===== src/rtl/hamming_classifier_pkg.sv =====
// ----------------------------------------------------------------------------
// hamming_classifier_pkg : FSM state type, default sizes and derived widths.
// Revision 1.0
// ----------------------------------------------------------------------------
`default_nettype none

package hamming_classifier_pkg;

   localparam int DEF_DI_PARALLEL_W_BITS = 64;
   localparam int DEF_N_CLASSES          = 8;
   localparam int DEF_N_FRAMES           = 3;

   localparam int CLASS_ID_W  = $clog2(DEF_N_CLASSES);
   localparam int FRAME_IDX_W = (DEF_N_FRAMES > 1) ? $clog2(DEF_N_FRAMES) : 1;
   localparam int DIST_W      = $clog2(DEF_N_FRAMES * DEF_DI_PARALLEL_W_BITS + 1);

   typedef enum logic [1:0] {
      ST_LOAD    = 2'd0,
      ST_COMPARE = 2'd1,
      ST_DONE    = 2'd2
   } state_t;

endpackage

`default_nettype wire


===== src/rtl/hamming_classifier_popcount.sv =====
// ----------------------------------------------------------------------------
// popcount_vec : combinational population count of (a XOR b).
// Revision 1.0
// ----------------------------------------------------------------------------
`default_nettype none

module popcount_vec #(
   parameter int WIDTH = 64,
   localparam int CNT_W = $clog2(WIDTH + 1)
) (
   input  logic [WIDTH-1:0] a,
   input  logic [WIDTH-1:0] b,
   output logic [CNT_W-1:0] count
);

   logic [WIDTH-1:0] diff;

   assign diff = a ^ b;

   always_comb begin
      count = '0;
      for (int i = 0; i < WIDTH; i++) begin
         count = count + CNT_W'(diff[i]);
      end
   end

endmodule

`default_nettype wire


===== src/rtl/hamming_classifier.sv =====
// ----------------------------------------------------------------------------
// hamming_classifier : nearest-class search by Hamming distance over framed
// hypervectors read from an external class ROM. Revision 1.0
// ----------------------------------------------------------------------------
`default_nettype none

module hamming_classifier
   import hamming_classifier_pkg::*;
#(
   parameter int DI_PARALLEL_W_BITS = DEF_DI_PARALLEL_W_BITS,
   parameter int N_CLASSES          = DEF_N_CLASSES,
   parameter int N_FRAMES           = DEF_N_FRAMES,
   localparam int CID_W  = $clog2(N_CLASSES),
   localparam int FIX_W  = (N_FRAMES > 1) ? $clog2(N_FRAMES) : 1,
   localparam int DST_W  = $clog2(N_FRAMES * DI_PARALLEL_W_BITS + 1)
) (
   input  logic                          clk,
   input  logic                          rst_n,
   input  logic [DI_PARALLEL_W_BITS-1:0] query_frame,
   input  logic                          query_valid,
   output logic                          query_ready,
   output logic [CID_W-1:0]              frame_id,
   output logic [FIX_W-1:0]              frame_index,
   input  logic [DI_PARALLEL_W_BITS-1:0] class_vec_in,
   output logic [CID_W-1:0]              class_id_out,
   output logic [DST_W-1:0]              distance_out,
   output logic                          out_valid,
   input  logic                          out_ready
);

   localparam int PCNT_W = $clog2(DI_PARALLEL_W_BITS + 1);

   state_t state;
   state_t state_nxt;

   logic [FIX_W-1:0]              load_cnt;
   logic [DI_PARALLEL_W_BITS-1:0] query_mem [N_FRAMES];
   logic [DI_PARALLEL_W_BITS-1:0] query_sel;
   logic [PCNT_W-1:0]             pcnt;
   logic [DST_W-1:0]              acc;
   logic [DST_W-1:0]              class_dist;
   logic [DST_W-1:0]              best_dist;
   logic [CID_W-1:0]              best_id;

   logic load_fire;
   logic load_last;
   logic cmp_frame_last;
   logic cmp_last;

   assign load_fire      = (state == ST_LOAD) && query_valid;
   assign load_last      = load_fire && (load_cnt == FIX_W'(N_FRAMES - 1));
   assign cmp_frame_last = (frame_index == FIX_W'(N_FRAMES - 1));
   assign cmp_last       = (state == ST_COMPARE) && cmp_frame_last &&
                           (frame_id == CID_W'(N_CLASSES - 1));

   always_ff @(posedge clk) begin
      if (!rst_n) begin
         state <= ST_LOAD;
      end else begin
         state <= state_nxt;
      end
   end

   always_comb begin
      state_nxt   = state;
      query_ready = 1'b0;
      out_valid   = 1'b0;
      case (state)
         ST_LOAD: begin
            query_ready = 1'b1;
            if (load_last) begin
               state_nxt = ST_COMPARE;
            end
         end
         ST_COMPARE: begin
            if (cmp_last) begin
               state_nxt = ST_DONE;
            end
         end
         ST_DONE: begin
            out_valid = 1'b1;
            if (out_ready) begin
               state_nxt = ST_LOAD;
            end
         end
         default: begin
            state_nxt = ST_LOAD;
         end
      endcase
   end

   // Query slots carry no reset; load_cnt alone defines which are meaningful.
   always_ff @(posedge clk) begin
      for (int i = 0; i < N_FRAMES; i++) begin
         if (load_fire && (load_cnt == FIX_W'(i))) begin
            query_mem[i] <= query_frame;
         end
      end
   end

   always_comb begin
      query_sel = '0;
      for (int i = 0; i < N_FRAMES; i++) begin
         if (frame_index == FIX_W'(i)) begin
            query_sel = query_mem[i];
         end
      end
   end

   popcount_vec #(
      .WIDTH (DI_PARALLEL_W_BITS)
   ) u_popcount (
      .a     (query_sel),
      .b     (class_vec_in),
      .count (pcnt)
   );

   assign class_dist = acc + DST_W'(pcnt);

   // Strict less-than keeps the lowest class index on equal distances.
   always_ff @(posedge clk) begin
      if (!rst_n) begin
         load_cnt    <= '0;
         acc         <= '0;
         best_dist   <= '0;
         best_id     <= '0;
         frame_id    <= '0;
         frame_index <= '0;
      end else begin
         if (load_fire) begin
            load_cnt <= load_last ? '0 : load_cnt + FIX_W'(1);
         end
         if (state == ST_COMPARE) begin
            if (cmp_frame_last) begin
               frame_index <= '0;
               frame_id    <= cmp_last ? '0 : frame_id + CID_W'(1);
               acc         <= '0;
               if ((frame_id == '0) || (class_dist < best_dist)) begin
                  best_dist <= class_dist;
                  best_id   <= frame_id;
               end
            end else begin
               frame_index <= frame_index + FIX_W'(1);
               acc         <= class_dist;
            end
         end
      end
   end

   assign class_id_out = best_id;
   assign distance_out = best_dist;

endmodule

`default_nettype wire


===== config.mk =====
export PLATFORM = sky130hd
export DESIGN_NAME = hamming_classifier
export DESIGN_NICKNAME = d
export VERILOG_FILES = /design/src/rtl/hamming_classifier_pkg.sv /design/src/rtl/hamming_classifier_popcount.sv /design/src/rtl/hamming_classifier.sv
export SDC_FILE = /design/constraint.sdc
export NUM_CORES = 1
export LEC_CHECK = 0
export ABC_AREA = 1
export CAP_MARGIN = 10
export CORE_ASPECT_RATIO = 0.6
export CORE_MARGIN = 5
export CORE_UTILIZATION = 40
export DETAILED_ROUTE_END_ITERATION = 6
export DONT_BUFFER_PORTS = 1
export PLACE_DENSITY_LB_ADDON = 0.3
export SYNTH_ARGS = -nofsm -noshare
export SYNTH_HDL_FRONTEND = slang
export SYNTH_HIERARCHICAL = 1
export SYNTH_SLANG_ARGS = --single-unit

===== constraint.sdc =====
create_clock -name clk -period 20 [get_ports clk]
set_input_delay 3 -clock clk [delete_from_list [all_inputs] [get_ports clk]]
set_output_delay 3 -clock clk [all_outputs]
set_load 0.02 [all_outputs]

* Word level (Yosys, flattened, before mapping)
Memory sizes are Yosys's and may differ from the RTL's.
Index checks and enable logic that the tools add are counted.
** Word-level totals
- Memories kept :: 1
- Logic and storage cells :: 128
- Output and inout port bits :: 18
- Register bits after elaboration :: 28
- Bits of input ports :: 132
- Bits in writable memories :: 192
** Cells by class
- Reductions and logical operators :: 16
- $add $sub $neg :: 67
- Bitwise operators :: 1
- Equality and inequality tests :: 10
- Order comparisons :: 1
- Mux-type cells :: 25
** Memory list
- query_mem :: depth 3, bits a word 64, read ports 3, clocked after Yosys merged registers in 0, wr ports 1, line hamming_classifier.sv:37 : logic [DI_PARALLEL_W_BITS-1:0] query_mem [N_FRAMES];
** Operators by type and width (count)
- adder 7 x 1 -> 7 bit :: 62
- two-way mux 64 bit :: 5
- OR reduction 64 bit :: 2
- bitwise XOR 64 bit :: 1
- two-way mux 2 bit :: 7
- two-way mux 1 bit :: 10
- adder 8 x 7 -> 8 bit :: 1
- < comparator 8 bit :: 1
- two-way mux 8 bit :: 1
- == test 2 x 1 -> 1 bit (second input constant) :: 3
- == test 2 bit (second input constant) :: 3
- logical AND 1 bit :: 6
- zero test 2 bit :: 3
- inequality test 2 bit (second input constant) :: 3
- case mux 2 bit (3 select lines) :: 1
- AND reduction 3 bit :: 2
- adder 2 x 1 -> 2 bit (second input constant) :: 2
- adder 3 x 1 -> 3 bit (second input constant) :: 1
- == test 3 bit (second input constant) :: 1
- zero test 3 bit :: 1
- two-way mux 3 bit :: 1
- adder 1 x 1 -> 2 bit :: 1
- AND reduction 2 bit :: 1
- logical OR 1 bit :: 1

* Depth between registers and ports, before layout
- Word-level depth :: 72
- Mapped depth :: 47
- Mapped depth without buffers :: 46

* Cells and area by module
Netlist, hierarchy kept.
** Modules (own cells, without submodules)
- hamming_classifier :: cells an instance 705, area an instance 8605.8 um^2, sequential area each 6326.1 um^2, instances 1
- popcount_vec :: cells an instance 220, area an instance 2182.1 um^2, sequential area each 0.0 um^2, instances 1

* Least setup slack after synthesis
No wires, ideal clock.
- Path type :: input-to-reg
- From :: input class_vec_in[45]
- To :: register best_dist[1], in the netlist distance_out[1]
- Library setup time :: 0.115 ns
- Arrival time :: 10.039 ns
- Stages :: 36
- Path buffers :: 1
- Data required time :: 19.885 ns
- Path slack :: 9.846 ns
- Cells stage by stage :: xnor2_1 fa_1 inv_1 fa_1 inv_1 fa_1 inv_1 fa_1 fa_1 fa_1 inv_1 fa_1 inv_1 fa_1 ha_1 fa_1 nand3_1 nand2_1 xor2_1 ha_1 nand2_1 a21oi_1 nor2_1 nand3b_1 nand2_1 inv_1 ha_1 nand2_1 inv_1 nor3_1 nand2_1 nand2_2 buf_6 nand3b_2 nand2_1 nor2_1
** On the way
- Cells in the longest elaborated chain, start to end :: 24
** Ends and longest elaborated chain
- start, declared :: line hamming_classifier.sv:24 : input logic [DI_PARALLEL_W_BITS-1:0] class_vec_in,
- bitwise XOR 64 bit :: line hamming_classifier_popcount.sv:18 : assign diff = a ^ b;
- adder 7 x 1 -> 7 bit (19 in series) :: line hamming_classifier_popcount.sv:23 : count = count + CNT_W'(diff[i]);
- named net pcnt[4] :: line hamming_classifier.sv:39 : logic [PCNT_W-1:0] pcnt;
- adder 8 x 7 -> 8 bit :: line hamming_classifier.sv:118 : assign class_dist = acc + DST_W'(pcnt);
- named net class_dist[7] :: line hamming_classifier.sv:41 : logic [DST_W-1:0] class_dist;
- < comparator 8 bit :: line hamming_classifier.sv:138 : if ((frame_id == '0) || (class_dist < best_dist)) begin
- logical OR 1 bit :: line hamming_classifier.sv:138
- AND reduction 3 bit (no source line)
- end signal, assigned :: line hamming_classifier.sv:139 : best_dist <= class_dist;
- end, declared :: line hamming_classifier.sv:42 : logic [DST_W-1:0] best_dist;
The timed path passes the listed nets, and every way through them passes these cells.
A chain may end at the register's enable or synchronous reset.

* Final worst setup path
- From :: input class_vec_in[63]
- To :: register best_dist[2], in the netlist distance_out[2]
** On the way
- Cells in the longest elaborated chain, start to end :: 6
** Ends and longest elaborated chain (line)
- bitwise XOR 64 bit :: hamming_classifier_popcount.sv:18
- adder 7 x 1 -> 7 bit :: hamming_classifier_popcount.sv:23
- named net pcnt[4] :: hamming_classifier.sv:39
- adder 8 x 7 -> 8 bit :: hamming_classifier.sv:118
- named net class_dist[7] :: hamming_classifier.sv:41
- < comparator 8 bit :: hamming_classifier.sv:138
- logical OR 1 bit :: hamming_classifier.sv:138
- AND reduction 3 bit (no source line)
The timed path passes the listed nets, and every way through them passes these cells.

==> impl_metrics.json <==
{
  "fin_skew_ns": 0.00893,
  "vias": 6171,
  "post_drt_via_cell_ratio": 4.73,
  "clock_latency_ns": 0.52,
  "setup_violations": 0,
  "crit_type": "input pin to flip-flop",
  "grt_max_degree": 66,
  "dp_hpwl_um": 16600,
  "htreeDepth": 1,
  "syn-num-nets": 1144,
  "synthFlopType": "edfxtp_1",
  "finalCritPeriodShare_pct": 51.6,
  "drc": 0,
  "cts_buffers": 22,
  "yosysUniqueCellTypes": 30,
  "critPathSlowestCell": "fa_1",
  "end_kind": "flip-flop",
  "wl_per_cell_um": 18.5,
  "grt_antenna_before_repair": 0,
  "cp-start-kind": "input pin",
  "critPathMaxStageDelay_ns": 0.60,
  "fin_crit_ns": 10.32,
  "core_sq_um": 26500,
  "synth_area_leaders": "edfxtp_1 53%, fa_1 10%, nand2_1 9.2%, dfxtp_1 5.2%, nand3_1 3.8%",
  "synth_area_sq_um": 10800,
  "yosysSeqAreaShare_pct": 58.6,
  "yosysTopAreaCellShare_pct": 53.4,
  "grt.overflow.total": 0,
  "ys_ff_latch": 220,
  "min_path_type": "flip-flop to flip-flop",
  "grt_pass1_wl_um": 36700,
  "grt.total_usage_pct": 15.8,
  "grt_pass1_vias": 5951,
  "clock-root-buffer": "clkbuf_16",
  "cts_sinks": 220,
  "fin_cells": 1304,
  "gp_congestion": 0.765,
  "num_rows": 46,
  "drive_above_1_share_pct": 5.19,
  "syn2layout_area_growth_pct": 9.52,
  "final_hold_viol_count": 0,
  "slew_headroom_pct": 31.8,
  "synthArstFlopShare_pct": 0,
  "fmax_mhz": 96.9,
  "rsz0062_at_grt": "false",
  "setup-tns-final_ns": 0,
  "drt_iter0_markers": 394,
  "slew_viol_final": 0,
  "wl_um": 24100,
  "cts_buffer_depth": 3,
  "cts_tree": "yes",
  "cpMostUsedCell": "fa_1",
  "layout.nets": 1148,
  "yosysWarnings": 6,
  "required_ns": 20.41,
  "drt-pass1-iter-count": 5,
  "postCtsHoldBufs": 0,
  "post_cts_buffers": 0,
  "arrival_ns": 10.73,
  "final_cell_mix": "263 x nand2_1, 192 x edfxtp_1, 93 x inv_1",
  "synth_largest_area_cell": "edfxtp_1",
  "status": "finished, final reports clean",
  "io_buffers": 0,
  "io_pins": 150,
  "worstMarginPinSlew_ns": 1.02,
  "syn_inst": 925,
  "max-cap-violations": 0,
  "crit_path_max_fanout": 21,
  "clkTransAtPathRegs_ns": 0.06,
  "syn-mean-instance-area_sq_um": 11.7,
  "start_util_pct": 40.7,
  "floorplan.die_area_sq_um": 30500,
  "ant_nets": 0,
  "synth-edff-count": 192,
  "dp_cells": 1265,
  "dieHeight_um": 137,
  "fp.dieW_um": 222,
  "cts_resized": 0,
  "fillers": 2464,
  "antenna_cells": 0,
  "final_common_cell": "nand2_1"
}
==> cells in the mapped netlist, types with 3 or more instances <==
master / n
xnor2_1: 26
nand3_1: 81
nor2_1: 23
fa_1: 55
edfxtp_1: 192
buf_2: 13
dfxtp_1: 28
nand4_1: 3
inv_2: 4
a21oi_1: 35
inv_1: 94
buf_4: 3
xor2_1: 44
ha_1: 32
buf_6: 3
clkbuf_1: 6
nor2_4: 3
nand2_1: 263
a211oi_1: 3
==> cell type report <==
type / instances / area (sq um) / area share, %
repair buffers: 6 / 45.0 / 0.381
clock buffers: 26 / 566 / 4.79
well taps: 360 / 450 / 3.81
flip-flops and latches: 220 / 6330 / 53.5
multi-input cells: 581 / 3970 / 33.6
clock inverters: 13 / 93.8 / 0.794
inverters: 98 / 368 / 3.11
==> worst max-delay path, delay by kind of cell <==
family	cells	cell delay, ns
buf+inv	5	0.31
xor+xnor	2	0.31
compound gates	1	0.07
simple gates	14	1.59
fa+ha+maj	12	5.42
==> final timing paths <==
| check | slack (ns) | startpoint | endpoint | depth (start not counted) |
|---|---|---|---|---|
| worst max-delay path | 9.68 | class_vec_in[63] | distance_out[2] | 34 |
| worst min-delay path | 0.47 | acc[0] | acc[0] | 2 |
| worst max register to register | 10.18 | frame_index[1] | distance_out[2] | 40 |
| worst min register to register | 0.47 | acc[0] | acc[0] | 2 |
==> logic make-up after synthesis <==
kind of cell	Yosys count	synth area share, %
simple gates	383	15.0
flops	220	58.6
buf+inv	124	4.78
fa+ha+maj	87	13.9
xor+xnor	70	5.68
compound gates	41	1.99
==> routing by layer <==
metal / GRT usage [%] / up-vias / part of all wire [%]
met5: 0 / - / 0
met4: 2.39 / 0 / 1.1
met2: 22.8 / 143 / 42
met1: 23.4 / 2947 / 49
li1: - / 3059 / -
met3: 5.64 / 22 / 8.4
==> flip-flops by register name, indices dropped and copies added (netlist names) <==
signal	count
query_mem	192
acc	8
distance_out	8
class_id_out	3
frame_id	3
frame_index	2
load_cnt	2
state	2
==> stage by stage <==
stage | utilization [%] | setup WS (ns) | instance area (sq um) | hold slack (ns)
2_1_floorplan | - | 9.85 | 10800 | 0.449
3_3_place_gp | 42.1 | 9.24 | 11200 | 0.463
3_5_place_dp | 42.1 | 9.16 | 11200 | 0.465
4_1_cts | 44.6 | 9.69 | 11800 | 0.474
5_1_grt | 44.6 | 9.16 | 11800 | 0.515
6_report | 44.6 | 9.68 | 11800 | 0.472
Power is left out: the tool's default activity adds up to more than one toggle a clock period on the data nets, which glitch-free logic cannot reach.
